===== src/rtl/hsid_mse_comp.sv =====
// hsid_mse_comp
//   Scans a stream of MSE results from a hyperspectral library search and
//   tracks the smallest and largest MSE together with the library reference
//   that produced each one.
//
// Parameters
//   WORD_WIDTH        width of MSE values
//   HSP_LIBRARY_WIDTH width of library references, size and result count
//
// Ports
//   clk               rising-edge clock
//   rst               synchronous active-high reset
//   clear             synchronous soft clear, same effect as rst
//   start             begin a scan; only honoured while idle
//   hsp_library_size  number of results in the scan, sampled with start
//   mse_value/mse_ref/mse_valid/acc_of  upstream MSE result stream
//   mse_min_value/mse_min_ref          smallest MSE seen and its reference
//   mse_max_value/mse_max_ref          largest MSE seen and its reference
//   idle              high in IDLE
//   done              one-cycle pulse after the last result is counted
//   of_seen           sticky: some result in this scan had acc_of set
//   state_dbg         current FSM state (0 IDLE, 1 RUN, 2 DONE)
//
// Handshake: the stream has no backpressure. A result is transferred on
// every rising edge where mse_valid=1 while the FSM is in RUN; mse_valid
// is ignored in any other state.
//
// Build option
//   HSID_MSE_COMP_OF_FILTER_EN  when defined, overflowed results (acc_of=1)
//   are counted and flag of_seen but never enter the min/max comparison.

package hsid_pkg;
  localparam int HSID_WORD_WIDTH        = 16;
  localparam int HSID_HSP_LIBRARY_WIDTH = 8;
endpackage

module hsid_mse_comp #(
  parameter int WORD_WIDTH        = hsid_pkg::HSID_WORD_WIDTH,
  parameter int HSP_LIBRARY_WIDTH = hsid_pkg::HSID_HSP_LIBRARY_WIDTH
) (
  input  logic                         clk,
  input  logic                         rst,
  input  logic                         clear,
  input  logic                         start,
  input  logic [HSP_LIBRARY_WIDTH-1:0] hsp_library_size,
  input  logic [WORD_WIDTH-1:0]        mse_value,
  input  logic [HSP_LIBRARY_WIDTH-1:0] mse_ref,
  input  logic                         mse_valid,
  input  logic                         acc_of,
  output logic [WORD_WIDTH-1:0]        mse_min_value,
  output logic [HSP_LIBRARY_WIDTH-1:0] mse_min_ref,
  output logic [WORD_WIDTH-1:0]        mse_max_value,
  output logic [HSP_LIBRARY_WIDTH-1:0] mse_max_ref,
  output logic                         idle,
  output logic                         done,
  output logic                         of_seen,
  output logic [1:0]                   state_dbg
);

  typedef enum logic [1:0] {
    S_IDLE = 2'd0,
    S_RUN  = 2'd1,
    S_DONE = 2'd2
  } state_t;

  state_t                         state_q, state_d;
  logic [HSP_LIBRARY_WIDTH-1:0]   count_q, count_d;
  logic [HSP_LIBRARY_WIDTH-1:0]   size_q, size_d;
  logic [WORD_WIDTH-1:0]          min_val_q, min_val_d;
  logic [HSP_LIBRARY_WIDTH-1:0]   min_ref_q, min_ref_d;
  logic [WORD_WIDTH-1:0]          max_val_q, max_val_d;
  logic [HSP_LIBRARY_WIDTH-1:0]   max_ref_q, max_ref_d;
  // have_q marks that the min/max pairs hold a real result. With filtering
  // enabled the first counted result may be skipped, so count_q alone
  // cannot tell whether the pairs are loaded.
  logic                           have_q, have_d;
  logic                           of_q, of_d;
  logic                           use_res;
  logic [HSP_LIBRARY_WIDTH-1:0]   count_inc;

`ifdef HSID_MSE_COMP_OF_FILTER_EN
  assign use_res = ~acc_of;
`else
  assign use_res = 1'b1;
`endif

  // count_q < size_q in RUN, so this never wraps.
  assign count_inc = count_q + {{(HSP_LIBRARY_WIDTH-1){1'b0}}, 1'b1};

  always_comb begin
    state_d   = state_q;
    count_d   = count_q;
    size_d    = size_q;
    min_val_d = min_val_q;
    min_ref_d = min_ref_q;
    max_val_d = max_val_q;
    max_ref_d = max_ref_q;
    have_d    = have_q;
    of_d      = of_q;
    if (clear) begin
      state_d   = S_IDLE;
      count_d   = '0;
      size_d    = '0;
      min_val_d = '0;
      min_ref_d = '0;
      max_val_d = '0;
      max_ref_d = '0;
      have_d    = 1'b0;
      of_d      = 1'b0;
    end else begin
      case (state_q)
        S_IDLE: begin
          if (start) begin
            count_d   = '0;
            size_d    = hsp_library_size;
            min_val_d = '0;
            min_ref_d = '0;
            max_val_d = '0;
            max_ref_d = '0;
            have_d    = 1'b0;
            of_d      = 1'b0;
            state_d   = (hsp_library_size == '0) ? S_DONE : S_RUN;
          end
        end
        S_RUN: begin
          if (mse_valid) begin
            count_d = count_inc;
            if (acc_of) of_d = 1'b1;
            if (use_res) begin
              if (!have_q) begin
                min_val_d = mse_value;
                min_ref_d = mse_ref;
                max_val_d = mse_value;
                max_ref_d = mse_ref;
                have_d    = 1'b1;
              end else begin
                // Strict compares keep the earliest reference on ties.
                if (mse_value < min_val_q) begin
                  min_val_d = mse_value;
                  min_ref_d = mse_ref;
                end
                if (mse_value > max_val_q) begin
                  max_val_d = mse_value;
                  max_ref_d = mse_ref;
                end
              end
            end
            if (count_inc == size_q) state_d = S_DONE;
          end
        end
        S_DONE:  state_d = S_IDLE;
        default: state_d = S_IDLE;
      endcase
    end
  end

  always_ff @(posedge clk) begin
    if (rst) begin
      state_q   <= S_IDLE;
      count_q   <= '0;
      size_q    <= '0;
      min_val_q <= '0;
      min_ref_q <= '0;
      max_val_q <= '0;
      max_ref_q <= '0;
      have_q    <= 1'b0;
      of_q      <= 1'b0;
    end else begin
      state_q   <= state_d;
      count_q   <= count_d;
      size_q    <= size_d;
      min_val_q <= min_val_d;
      min_ref_q <= min_ref_d;
      max_val_q <= max_val_d;
      max_ref_q <= max_ref_d;
      have_q    <= have_d;
      of_q      <= of_d;
    end
  end

  assign mse_min_value = min_val_q;
  assign mse_min_ref   = min_ref_q;
  assign mse_max_value = max_val_q;
  assign mse_max_ref   = max_ref_q;
  assign idle          = (state_q == S_IDLE);
  assign done          = (state_q == S_DONE);
  assign of_seen       = of_q;
  assign state_dbg     = state_q;

endmodule


===== config.mk =====
export PLATFORM = sky130hd
export DESIGN_NAME = hsid_mse_comp
export DESIGN_NICKNAME = d
export VERILOG_FILES = /design/src/rtl/hsid_mse_comp.sv
export SDC_FILE = /design/constraint.sdc
export NUM_CORES = 1
export LEC_CHECK = 0
export ABC_AREA = 1
export CORE_ASPECT_RATIO = 1.2
export CORE_MARGIN = 2
export CORE_UTILIZATION = 51
export CTS_BUF_LIST = sky130_fd_sc_hd__clkbuf_16
export DETAILED_ROUTE_END_ITERATION = 10
export PLACE_DENSITY_LB_ADDON = 0.2
export SETUP_SLACK_MARGIN = 0.05
export SYNTH_ARGS = -nofsm -noshare
export SYNTH_HDL_FRONTEND = slang
export SYNTH_SLANG_ARGS = --single-unit

===== constraint.sdc =====
create_clock -name clk -period 2.2 [get_ports clk]
set_input_delay 0.22 -clock clk [delete_from_list [all_inputs] [get_ports clk]]
set_output_delay 0.22 -clock clk [all_outputs]
set_load 0.03 [all_outputs]

==> metrics.md, run 1 <==
| Metric | Value |
|---|---|
| Syn_nets | 658 |
| Final ANT Viol Nets | 0 |
| WP data required | ~2400 ps |
| Crit-path most repeated cell | nand2_1 |
| Fin crit share | 0.910 |
| Post-synthesis sequential area ratio | 0.345 |
| H-tree Lvls | 3 |
| TritonCTS clock tree | built |
| CTS Root Buffer Type | clkbuf_16 |
| Nets | 749 |
| Status | complete, no violations |
| Total track usage | 0.250 |
| Crit Path Category | reg -> reg |
| Slowest stage delay, CP | around 370 ps |
| IO Port Bufs | 90 |
| Detailed Route Iter0 Violations | approximately 190 |
| HPWL Detailed | 7.44 mm |
| CP cell instances | inv_1 -> ha_1 -> nand2_1 -> o21ai_0 -> nor2_1 -> nand2_1 -> nand2_1 -> buf_12 -> a21oi_1 -> nor2_1 |
| Clk sinks | 68 |
| Pwr Total | roughly 3.5 mW |
| Post-Syn Area | 3950 um^2 |
| First-pass GRT wire length | approximately 17 mm |
| Starting Density | 0.521 |
| Max transition margin | 0.554 |
| Clock Path Buffers | 2 |
| Placer Congestion | slightly below 0.9 |
| Core ar. | 7580 um^2 |
| Top_reg_cell synth | dfxtp_1 |
| #FFs+latches synth | 68 |
| Hold Vio Cnt, Final | 0 |
| Hold_ws | 470 ps |
| Slew Viols, Final | 0 |
| Ant. Diodes | 0 |
| Syn Inst Count | a little under 600 |
| Hold path cells | 2 |
| Max cap viols | 0 |
| Util after Layout | 0.697 |
| FF-to-FF setup slack | slightly below 200 ps |
| Yosys synthesis warning count | 0 |
| Area of the multi-input gates | roughly 2200 um^2 |
| Die ar. | ~8500 um^2 |
| Die Height | about 100 um |
| Worst flop-to-flop path endpoint | mse_min_value[6]$_SDFFE_PP0P_ |
| Num CTS Buffers | 9 |
| RSZ-0062 raised after global routing | no |
| Worst path slowest cell | dfxtp_1 |
| CP delay by family, top | compound AO/OA/AOI/OAI gates |
| EDFF count, synth | 0 |
| Detailed-route via count | roughly 4,200 |
| Pwr Density | about 670 nW/um^2 |
| Avg Cell Area, Syn | 6.71 um^2 |
| IO Count | 91 |
| Hold WC Path Type | reg -> reg |
| HP Start | mse_max_ref[4]$_SDFFE_PP0P_ |
| Clk_lat worst skew | approximately 330 ps |
| Setup Fix Bufs, Post-CTS | 0 |
| # fillers | 672 |
| Reg clk slew, reported paths | roughly 60 ps |
| Synth async-reset ratio | 0 |
| Crit path max fanout | 30 |
| Crit path arrival time | between 2000 and 2500 ps |
| Hold EP | mse_max_ref[4]$_SDFFE_PP0P_ |
| Final setup vio count | 0 |
| Vias in the first global route | approximately 4,000 |
| Share of layout cells above drive strength 1 | 0.0658 |
| Register area | 1360 um^2 |
| Count of different cell masters after synthesis | 30 |
| Lkg Pwr | 2.17 nW |
| Largest net degree at the start of global routing | 47 |
| First-pass iteration count of the detailed router | 5 |
| Dpl ws | -44.4 ps |
| CP Capture Type | flop |
| Via/cell ratio | about 5.4 |
| Post-route DRC | 0 |
| Commonest non-fill, non-tap cell in the layout | nand2_1 |
| # rows | 35 |
| Worst Reg-to-Reg Cells | 10 |
| Tmin final | about 2000 ps |
| Worst Clk Skew | roughly 4.5 ps |
| Reg2Reg Launch Point | mse_min_value[15]$_SDFFE_PP0P_ |
| Overflow after GRT | 0 |
| Final worst setup slack | a little under 200 ps |
| Routed wire per std cell | around 13 um |
| Finished Layout Cells | between 700 and 800 |
| Initial antenna violation count | 0 |
| Worst Tran Pin Value | between 600 and 700 ps |
| Buffers & Inverters on Critical Path | 2 |
| Commonest non-fill, non-tap cells in the layout | nand2_1 (151), clkdlybuf4s50_1 (90), a21oi_1 (75) |
| Worst VDD drop | slightly above 400 uV |
| Area grow syn2layout | 33.8% |
| Startpoint types | flop |
| DP Cell Count | between 700 and 800 |
| DIE WIDTH | 84.3 um |
| Fmax | roughly 500 MHz |
| Final wirelength | roughly 10 mm |
==> per-layer routing <==
| layer | GRT usage | up-vias | share of wire |
|---|---|---|---|
| met3 | 0.0337 | 35 | 0.064 |
| met1 | 0.269 | 1892 | 0.38 |
| met4 | 0.151 | 0 | 0.040 |
| met5 | 0 | - | 0 |
| met2 | 0.461 | 153 | 0.52 |
| li1 | - | 2087 | - |
==> kinds of logic after synthesis <==
| kind of cell | share of synthesized area |
|---|---|
| buffers and inverters | 0.108 |
| xor gates and xnor gates | 0.00444 |
| and+or+nand+nor | 0.319 |
| DFF | 0.345 |
| AOI/OAI and AO/OA | 0.123 |
| adders and majority gates | 0.101 |
==> worst register-to-register path: cells and delay by family (launching register included) <==
family / cells / cell delay (ps)
AND/OR/NAND/NOR: 5 / 430
AO/OA/AOI/OAI: 2 / 510
flip-flops: 1 / 370
adder cells (fa/ha/maj): 1 / 320
buffers and inverters: 2 / 260
==> sequential cells by signal, summed over array words and instances (netlist names) <==
name	count
of_seen	1
state_dbg	2
count_q	8
mse_min_ref	8
size_q	8
mse_min_value	16
mse_max_value	16
mse_max_ref	8
have_q	1
==> synthesized netlist by cell type (2+ instances only) <==
master    number  area (um^2)
o21ai_1        2         10.0
clkbuf_1       9         33.8
a21oi_1       75          375
dfxtp_1       68         1360
nand3b_1       3         22.5
inv_4          3         18.8
nand2_2        3         18.8
buf_2          8         40.0
nor4_1         2         12.5
nand3_1       61          305
nor2_1        64          240
ha_1          32          400
buf_6          5         56.3
inv_2          3         11.3
o21ai_0       14         70.1
inv_1         62          233
nand4_1        6         37.5
nor2_2         2         12.5
nor3_1         2         10.0
buf_4          4         30.0
nand2_1      151          567
==> where the power goes <==
group	internal [mW]	switching [mW]	leakage [nW]
logic	0.301	0.402	1.47
registers	1.28	0.0341	0.553
clock network	0.976	0.535	0.152
==> through the flow <==
stage          setup TNS, ps  area, um^2
6_report                   0        5280
5_1_grt                    0        5280
4_1_cts                    0        5280
3_5_place_dp            -822        4970
3_3_place_gp               0        4970
2_1_floorplan              0        3950
==> repair_timing <==
action | 4_1_cts | 5_1_grt
setup endpoints to repair | 0 | 7
hold buffers | 0 | 0
gates resized for setup | 0 | 1
==> worst max path at each step <==
stage / startpoint / to / slack (ps) / cells after the start
after floorplan: mse_min_value[5]$_SDFFE_PP0P_ / mse_min_value[0]$_SDFFE_PP0P_ / 290 / 13
after global placement: mse_value[6] / mse_max_value[6]$_SDFFE_PP0P_ / 6 / 14
after detailed placement: mse_value[6] / mse_max_value[4]$_SDFFE_PP0P_ / -40 / 14
after CTS: mse_value[7] / mse_min_value[12]$_SDFFE_PP0P_ / 230 / 13
after global routing: mse_max_value[7]$_SDFFE_PP0P_ / mse_max_value[3]$_SDFFE_PP0P_ / 70 / 13
final: mse_min_value[15]$_SDFFE_PP0P_ / mse_min_value[6]$_SDFFE_PP0P_ / 200 / 10
==> area by class of cell <==
| cell class | instances | share of cell area |
|---|---|---|
| clock inverters | 7 | 0.0154 |
| repair buffers | 107 | 0.202 |
| flip-flops and latches | 68 | 0.258 |
| clock buffers | 9 | 0.0426 |
| multi-input cells | 425 | 0.411 |
| inverters | 68 | 0.0498 |
| well taps | 92 | 0.0218 |
(Power assumes the default switching activity.)
==> run 2: changes to the inputs <==
--- a/config.mk
+++ b/config.mk
@@ -6,6 +6,7 @@
 export NUM_CORES = 1
 export LEC_CHECK = 0
 export ABC_AREA = 1
+export CAP_MARGIN = 30
 export CORE_ASPECT_RATIO = 1.2
 export CORE_MARGIN = 2
 export CORE_UTILIZATION = 51
==> results of run 2 <==
Same layout as run 1: the final DEF is identical, and so are final timing and power.
